--- src/rtl/alu_pipe_pkg.sv ---
`default_nettype none
// ============================================================================
//  Module   : alu_pipe_pkg
//  Purpose  : Shared opcode enumerations, FSM state codes and sizing helper
//             for the sliced multi-cycle ALU.
//  Revision : 1.0  initial release
// ============================================================================
package alu_pipe_pkg;

  // Arithmetic opcodes (mode = 1)
  typedef enum logic [2:0] {
    A_ADD  = 3'b000,
    A_ADC  = 3'b001,
    A_SUB  = 3'b010,
    A_SBB  = 3'b011,
    A_INC  = 3'b100,
    A_SHL1 = 3'b101,
    A_DEC  = 3'b110,
    A_CMP  = 3'b111
  } arith_op_e;

  // Logic opcodes (mode = 0)
  typedef enum logic [2:0] {
    L_AND  = 3'b000,
    L_OR   = 3'b001,
    L_XOR  = 3'b010,
    L_NOR  = 3'b011,
    L_NOT  = 3'b100,
    L_PASS = 3'b101,
    L_NAND = 3'b110,
    L_XNOR = 3'b111
  } logic_op_e;

  // FSM state codes
  localparam logic [1:0] S_IDLE = 2'd0;
  localparam logic [1:0] S_BUSY = 2'd1;
  localparam logic [1:0] S_DONE = 2'd2;

  // Number of slices needed to cover a full operand
  function automatic int nchunk(input int width, input int chunk);
    return width / chunk;
  endfunction

endpackage
`default_nettype wire

--- src/rtl/alu_slice.sv ---
`default_nettype none
// ============================================================================
//  Module   : alu_slice
//  Purpose  : Purely combinational CHUNK-bit ALU slice. The B operand and the
//             carry-in convention are derived from the opcode; cout/ovf are
//             meaningful at the slice MSB, which matters for the top slice.
//  Revision : 1.0  initial release
// ============================================================================
module alu_slice
  import alu_pipe_pkg::*;
#(
  parameter int CHUNK = 32
) (
  input  logic [CHUNK-1:0] a,
  input  logic [CHUNK-1:0] b,
  input  logic             mode,
  input  logic [2:0]       operation,
  input  logic             cin,
  output logic [CHUNK-1:0] r,
  output logic             cout,
  output logic             ovf,
  output logic             is_zero
);

  logic [CHUNK-1:0] w_bsel;
  logic [CHUNK:0]   w_sum;

  // Select the effective B operand, add, and form result/carry/overflow
  always_comb begin
    w_bsel = '0;
    w_sum  = '0;
    r      = '0;
    cout   = 1'b0;
    ovf    = 1'b0;
    if (mode) begin
      case (operation)
        A_ADD, A_ADC:        w_bsel = b;
        A_SUB, A_SBB, A_CMP: w_bsel = ~b;
        A_DEC:               w_bsel = '1;
        default:             w_bsel = '0;
      endcase
      w_sum = {1'b0, a} + {1'b0, w_bsel} + {{CHUNK{1'b0}}, cin};
      if (operation == A_SHL1) begin
        // cin carries the MSB of the previous slice into bit 0
        r    = {a[CHUNK-2:0], cin};
        cout = a[CHUNK-1];
        ovf  = a[CHUNK-1] ^ a[CHUNK-2];
      end else begin
        r    = w_sum[CHUNK-1:0];
        cout = w_sum[CHUNK];
        ovf  = (a[CHUNK-1] ~^ w_bsel[CHUNK-1]) & (w_sum[CHUNK-1] ^ a[CHUNK-1]);
      end
    end else begin
      case (operation)
        L_AND:   r = a & b;
        L_OR:    r = a | b;
        L_XOR:   r = a ^ b;
        L_NOR:   r = ~(a | b);
        L_NOT:   r = ~a;
        L_PASS:  r = b;
        L_NAND:  r = ~(a & b);
        default: r = ~(a ^ b);
      endcase
    end
  end

  assign is_zero = (r == '0);

endmodule
`default_nettype wire

--- src/rtl/alu_pipe.sv ---
`default_nettype none
// ============================================================================
//  Module   : alu_pipe
//  Purpose  : Multi-cycle WIDTH-bit ALU processing one CHUNK-bit slice per
//             clock, with valid/ready handshakes, registered flags and a
//             sticky carry (cy_s) for ADC/SBB chaining across operations.
//  Revision : 1.0  initial release
// ============================================================================
module alu_pipe
  import alu_pipe_pkg::*;
#(
  parameter int WIDTH = 128,
  parameter int CHUNK = 32
) (
  input  logic             clk,
  input  logic             rst_n,
  input  logic             in_valid,
  output logic             in_ready,
  input  logic [WIDTH-1:0] op1,
  input  logic [WIDTH-1:0] op2,
  input  logic             mode,
  input  logic [2:0]       operation,
  output logic             out_valid,
  input  logic             out_ready,
  output logic [WIDTH-1:0] out,
  output logic             carry_flag,
  output logic             zero_flag,
  output logic             sign_flag,
  output logic             overflow_flag
);

  localparam int              NCHUNK = nchunk(WIDTH, CHUNK);
  localparam int              IDXW   = (NCHUNK > 1) ? $clog2(NCHUNK) : 1;
  localparam logic [IDXW-1:0] LAST   = IDXW'(NCHUNK - 1);

  // Configuration guard: slices must tile the operand exactly, and SHL1
  // overflow needs at least two bits per slice.
  if (((WIDTH % CHUNK) != 0) || (CHUNK < 2)) begin : g_bad_cfg
    $error("alu_pipe: WIDTH must be a multiple of CHUNK and CHUNK >= 2");
  end

  logic [1:0]       r_state;
  logic [IDXW-1:0]  r_idx;
  logic [WIDTH-1:0] r_op1, r_op2;
  logic             r_mode;
  logic [2:0]       r_operation;
  logic             r_carry;
  logic             r_zacc;
  logic             r_cys;
  logic [WIDTH-1:0] r_out;
  logic             r_cf, r_zf, r_sf, r_vf;

  logic [CHUNK-1:0] w_a, w_b, w_r, w_slice_out;
  logic             w_cin, w_cout, w_ovf, w_is_zero;
  logic             w_last, w_accept;

  assign in_ready      = (r_state == S_IDLE) | ((r_state == S_DONE) & out_ready);
  assign out_valid     = (r_state == S_DONE);
  assign w_accept      = in_valid & in_ready;
  assign w_last        = (r_idx == LAST);
  assign out           = r_out;
  assign carry_flag    = r_cf;
  assign zero_flag     = r_zf;
  assign sign_flag     = r_sf;
  assign overflow_flag = r_vf;

  // Pick the operand slices addressed by the current slice index
  always_comb begin
    w_a = '0;
    w_b = '0;
    for (int k = 0; k < NCHUNK; k++) begin
      if (r_idx == IDXW'(k)) begin
        w_a = r_op1[k*CHUNK +: CHUNK];
        w_b = r_op2[k*CHUNK +: CHUNK];
      end
    end
  end

  // Slice 0 takes its carry from the opcode; later slices chain r_carry
  always_comb begin
    w_cin = r_carry;
    if (r_idx == '0) begin
      case (r_operation)
        A_ADC, A_SBB:        w_cin = r_cys;
        A_SUB, A_INC, A_CMP: w_cin = 1'b1;
        default:             w_cin = 1'b0;
      endcase
      if (!r_mode) w_cin = 1'b0;
    end
  end

  alu_slice #(.CHUNK(CHUNK)) u_slice (
    .a         (w_a),
    .b         (w_b),
    .mode      (r_mode),
    .operation (r_operation),
    .cin       (w_cin),
    .r         (w_r),
    .cout      (w_cout),
    .ovf       (w_ovf),
    .is_zero   (w_is_zero)
  );

  // CMP reports the subtraction in the flags but returns op1 unchanged
  assign w_slice_out = (r_mode && (r_operation == A_CMP)) ? w_a : w_r;

  // Handshake FSM, slice sequencing, result/flag registers and sticky carry
  always_ff @(posedge clk or negedge rst_n) begin
    if (!rst_n) begin
      r_state     <= S_IDLE;
      r_idx       <= '0;
      r_op1       <= '0;
      r_op2       <= '0;
      r_mode      <= 1'b0;
      r_operation <= '0;
      r_carry     <= 1'b0;
      r_zacc      <= 1'b0;
      r_cys       <= 1'b0;
      r_out       <= '0;
      r_cf        <= 1'b0;
      r_zf        <= 1'b0;
      r_sf        <= 1'b0;
      r_vf        <= 1'b0;
    end else if (r_state == S_BUSY) begin
      for (int k = 0; k < NCHUNK; k++) begin
        if (r_idx == IDXW'(k)) r_out[k*CHUNK +: CHUNK] <= w_slice_out;
      end
      r_carry <= w_cout;
      r_zacc  <= r_zacc & w_is_zero;
      if (w_last) begin
        r_cf    <= w_cout;
        r_vf    <= w_ovf;
        r_sf    <= w_r[CHUNK-1];
        r_zf    <= r_zacc & w_is_zero;
        if (r_mode) r_cys <= w_cout;
        r_idx   <= '0;
        r_state <= S_DONE;
      end else begin
        r_idx <= r_idx + IDXW'(1);
      end
    end else if (w_accept) begin
      // Accept from IDLE, or straight from DONE with no bubble
      r_op1       <= op1;
      r_op2       <= op2;
      r_mode      <= mode;
      r_operation <= operation;
      r_idx       <= '0;
      r_zacc      <= 1'b1;
      r_carry     <= 1'b0;
      r_state     <= S_BUSY;
    end else if ((r_state == S_DONE) && out_ready) begin
      r_state <= S_IDLE;
    end else if (r_state != S_DONE) begin
      r_state <= S_IDLE;
    end
  end

endmodule
`default_nettype wire
--- config.mk ---
export PLATFORM = sky130hd
export DESIGN_NAME = alu_pipe
export DESIGN_NICKNAME = d
export VERILOG_FILES = /design/src/rtl/alu_pipe_pkg.sv /design/src/rtl/alu_slice.sv /design/src/rtl/alu_pipe.sv
export SDC_FILE = /design/constraint.sdc
export NUM_CORES = 1
export LEC_CHECK = 0
export CAP_MARGIN = 20
export CORE_ASPECT_RATIO = 0.7
export CORE_UTILIZATION = 40
export DETAILED_ROUTE_END_ITERATION = 10
export PLACE_DENSITY = 0.74
export SLEW_MARGIN = 25
export SYNTH_ARGS = -nofsm -noshare
export SYNTH_HDL_FRONTEND = slang
export SYNTH_SLANG_ARGS = --single-unit
--- constraint.sdc ---
create_clock -name clk -period 13.48 [get_ports clk]
set_input_delay 2.022 -clock clk [delete_from_list [all_inputs] [get_ports clk]]
set_output_delay 2.022 -clock clk [all_outputs]
set_load 0.02 [all_outputs]
==> out/qor.yml <==
drive_gt1_share_pct: 5.630
drt_iter0_drc: 2855
wire_per_inst_um: 21.42
crit_fanout: 32
rsz0062_at_grt: "false"
die_h_um: 203.2
r2r_start: "r_idx[0]$_DFFE_PN0P_"
path_cells: "ha_2 -> buf_4 -> nand2b_2 -> buf_4 -> o22ai_1 -> nor2_1 -> inv_1 -> fa_1 -> fa_1 -> nand2b_1 -> a211oi_1 -> o21ai_1 -> a21boi_0 -> o32ai_1 -> a2111oi_0 -> nand4_1 -> nor4_1 -> nand4bb_1 -> o31ai_2"
drt-total-wl_mm: 84.56
max-slew-margin-rel_pct: 26.26
hp-class: "reg -> reg"
criticalPathCategory: "reg -> reg"
io_buffer_count: 397
fmaxAchievable_mhz: 139.6
cp_top_family: "simple AND/OR/NAND/NOR gates"
r2r-end: "r_zacc$_DFFE_PN0P_"
final_cell_mix: "nand2_1, dfrtp_1, clkdlybuf4s50_1"
fin_area_um2: 28940
detail-route-antenna-nets: 0
dp_hpwl_mm: 61.07
fin_skew_ps: 30.66
drc_errors: 0
critPathBufInv: 3
hold_depth: 2
yosysTopAreaCell: "dfrtp_1"
final_common_cell: "nand2_1"
fin_crit_ps: 7161
vias_per_cell: 5.686
cp_slowest_cell: "nor4_1"
ff2ff_setup_slack_ps: 6320
required_ps: 13980
min_from: "r_op1[119]$_DFFE_PN0P_"
final_max_slew_viol_count: 0
dp.cells: 3872
synth_edf_count: 0
root_buffer: "clkbuf_16"
status: "complete, no violations"
post_cts_resized: 0
clockBufferDepth: 3
clkTransAtPathRegs_ps: 60
ys.flop_type: "dfrtp_1"
maxCapViolCount: 0
grt_max_degree: 221
hold-path-endpoint: "r_op1[119]$_DFFE_PN0P_"
grt_pass1_wl_mm: 128.8
cts_buffers: 42
area_growth_pct: 25.11
yosys_warnings: 0
htreeDepth: 2
antenna_found_initial: 2
fp-row-count: 73
ff2ff_path_depth: 19
placed_area_um2: 27530
dieArea_um2: 58810
synth_seq_area_share_pct: 43.17
stdcell_count: 3947
antenna_cells: 0
num_io_pins: 398
grt_pass1_vias: 21230
cts_hold_buf: 0
tightest_slew_ps: 1102
synth.net_count: 3263
syn_inst: 2898
vias: 22440
setup_viol: 0
critPathArrivalTime_ps: 7660
synth_seq_cells: 399
tns_ps: 0
end_kind: "register"
worst_setup_path_start_kind: "register"
fin_nets: 3532
gp_congestion: 1.028
initial_core_util_pct: 40.65
async_flop_share_pct: 100.0
yosysTopAreaCellShare_pct: 43.17
yosys-top-cells-area: "dfrtp_1, nand2_1, ha_1"
clock_latency_ps: 610
fin_crit_sh_pct: 53.12
path_depth: 19
cts_tree: "built"
die_w_um: 289.4
core_um2: 56900
avgSynthCellArea_um2: 7.981
yosysUniqueCellTypes: 87
cts_sinks: 399
post_cts_buffers: 0
grt-ovfl-total: 0
firstDrtPassIters: 7
final-hold-violation-count: 0
synth_area_um2: 23130
slowest_delay_ps: 740
track_usage_pct: 28.64
==> how the worst max path moves through the flow <==
| stage | startpoint | end | slack, ps |
|---|---|---|---|
| 6_report | r_idx[0]$_DFFE_PN0P_ | r_zacc$_DFFE_PN0P_ | 6320 |
| 5_1_grt | r_idx[0]$_DFFE_PN0P_ | r_zacc$_DFFE_PN0P_ | 6110 |
| 4_1_cts | r_idx[0]$_DFFE_PN0P_ | r_zacc$_DFFE_PN0P_ | 6560 |
| 3_5_place_dp | r_idx[0]$_DFFE_PN0P_ | r_zacc$_DFFE_PN0P_ | 6640 |
| 3_3_place_gp | r_idx[0]$_DFFE_PN0P_ | r_zacc$_DFFE_PN0P_ | 6870 |
| 2_1_floorplan | r_operation[1]$_DFFE_PN0P_ | r_zacc$_DFFE_PN0P_ | 8580 |
==> layout make-up <==
type / count / area [µm²]
fill: 5308 / 27970
multi-input combinational: 2203 / 11990
sequential: 399 / 9990
timing repair buffer: 439 / 4330
clock buffer: 57 / 1187
tap: 750 / 938.4
inverter: 82 / 307.8
clock inverter: 17 / 191.4
==> cells in the mapped netlist (all sizes together), types with 16 or more instances <==
cell,number
o221ai,43
nor3,21
a221oi,21
ha,99
nand3,18
o211ai,45
dfrtp,399
a22oi,18
nand2b,24
inv,81
mux2,18
nand2,1066
nor2,103
nand4,20
o21a,17
buf,74
a211oi,16
a21o,20
mux2i,28
clkbuf,140
a21oi,167
o22ai,20
o21ai,242
==> cell families after synthesis <==
group / after synthesis / synth area share [%]
and+or+nand+nor: 1318 / 23.11
adders and majority gates: 101 / 5.529
buffers and inverters: 296 / 5.258
AOI/OAI and AO/OA: 716 / 20.02
xor gates and xnor gates: 22 / 0.8331
muxes: 46 / 2.088
DFF: 399 / 43.17
==> layer usage <==
metal | routed length [µm] | track usage (%) | vias to the layer above
li1 | - | - | 10390
met1 | 35980 | 40.38 | 10780
met2 | 37630 | 43.17 | 1109
met3 | 8441 | 7.114 | 164
met4 | 2479 | 8.684 | 4
met5 | 27 | 0 | -
==> per-stage QoR <==
step	hold WS [ps]	worst slack, ps	utilization [%]
2_1_floorplan	436.9	8579	-
3_3_place_gp	450.5	6867	48.37
3_5_place_dp	455.1	6642	48.37
4_1_cts	470.6	6556	50.80
5_1_grt	489.8	6112	50.85
6_report	471.1	6319	50.85
==> state kept, by name, summed over array words and instances, names as in the netlist <==
signal,flops
sign_flag,1
out,128
r_state,2
r_cys,1
r_zacc,1
carry_flag,1
r_op2,128
r_operation,3
r_idx,2
r_op1,128
overflow_flag,1
r_carry,1
zero_flag,1
r_mode,1
==> worst reg2reg max path: stages, from the launching register on <==
cell       delay, ps
dfrtp_1          470
ha_2             420
buf_4            380
nand2b_2         420
buf_4            470
o22ai_1          150
nor2_1           310
inv_1            140
fa_1             490
fa_1             490
nand2b_1         210
a211oi_1         570
o21ai_1          320
a21boi_0         250
o32ai_1          120
a2111oi_0        380
nand4_1          230
nor4_1           740
nand4bb_1        240
o31ai_2          250
Power is not shown: default switching activity piles up to over one toggle a cycle in this logic, so the estimate is an artifact.
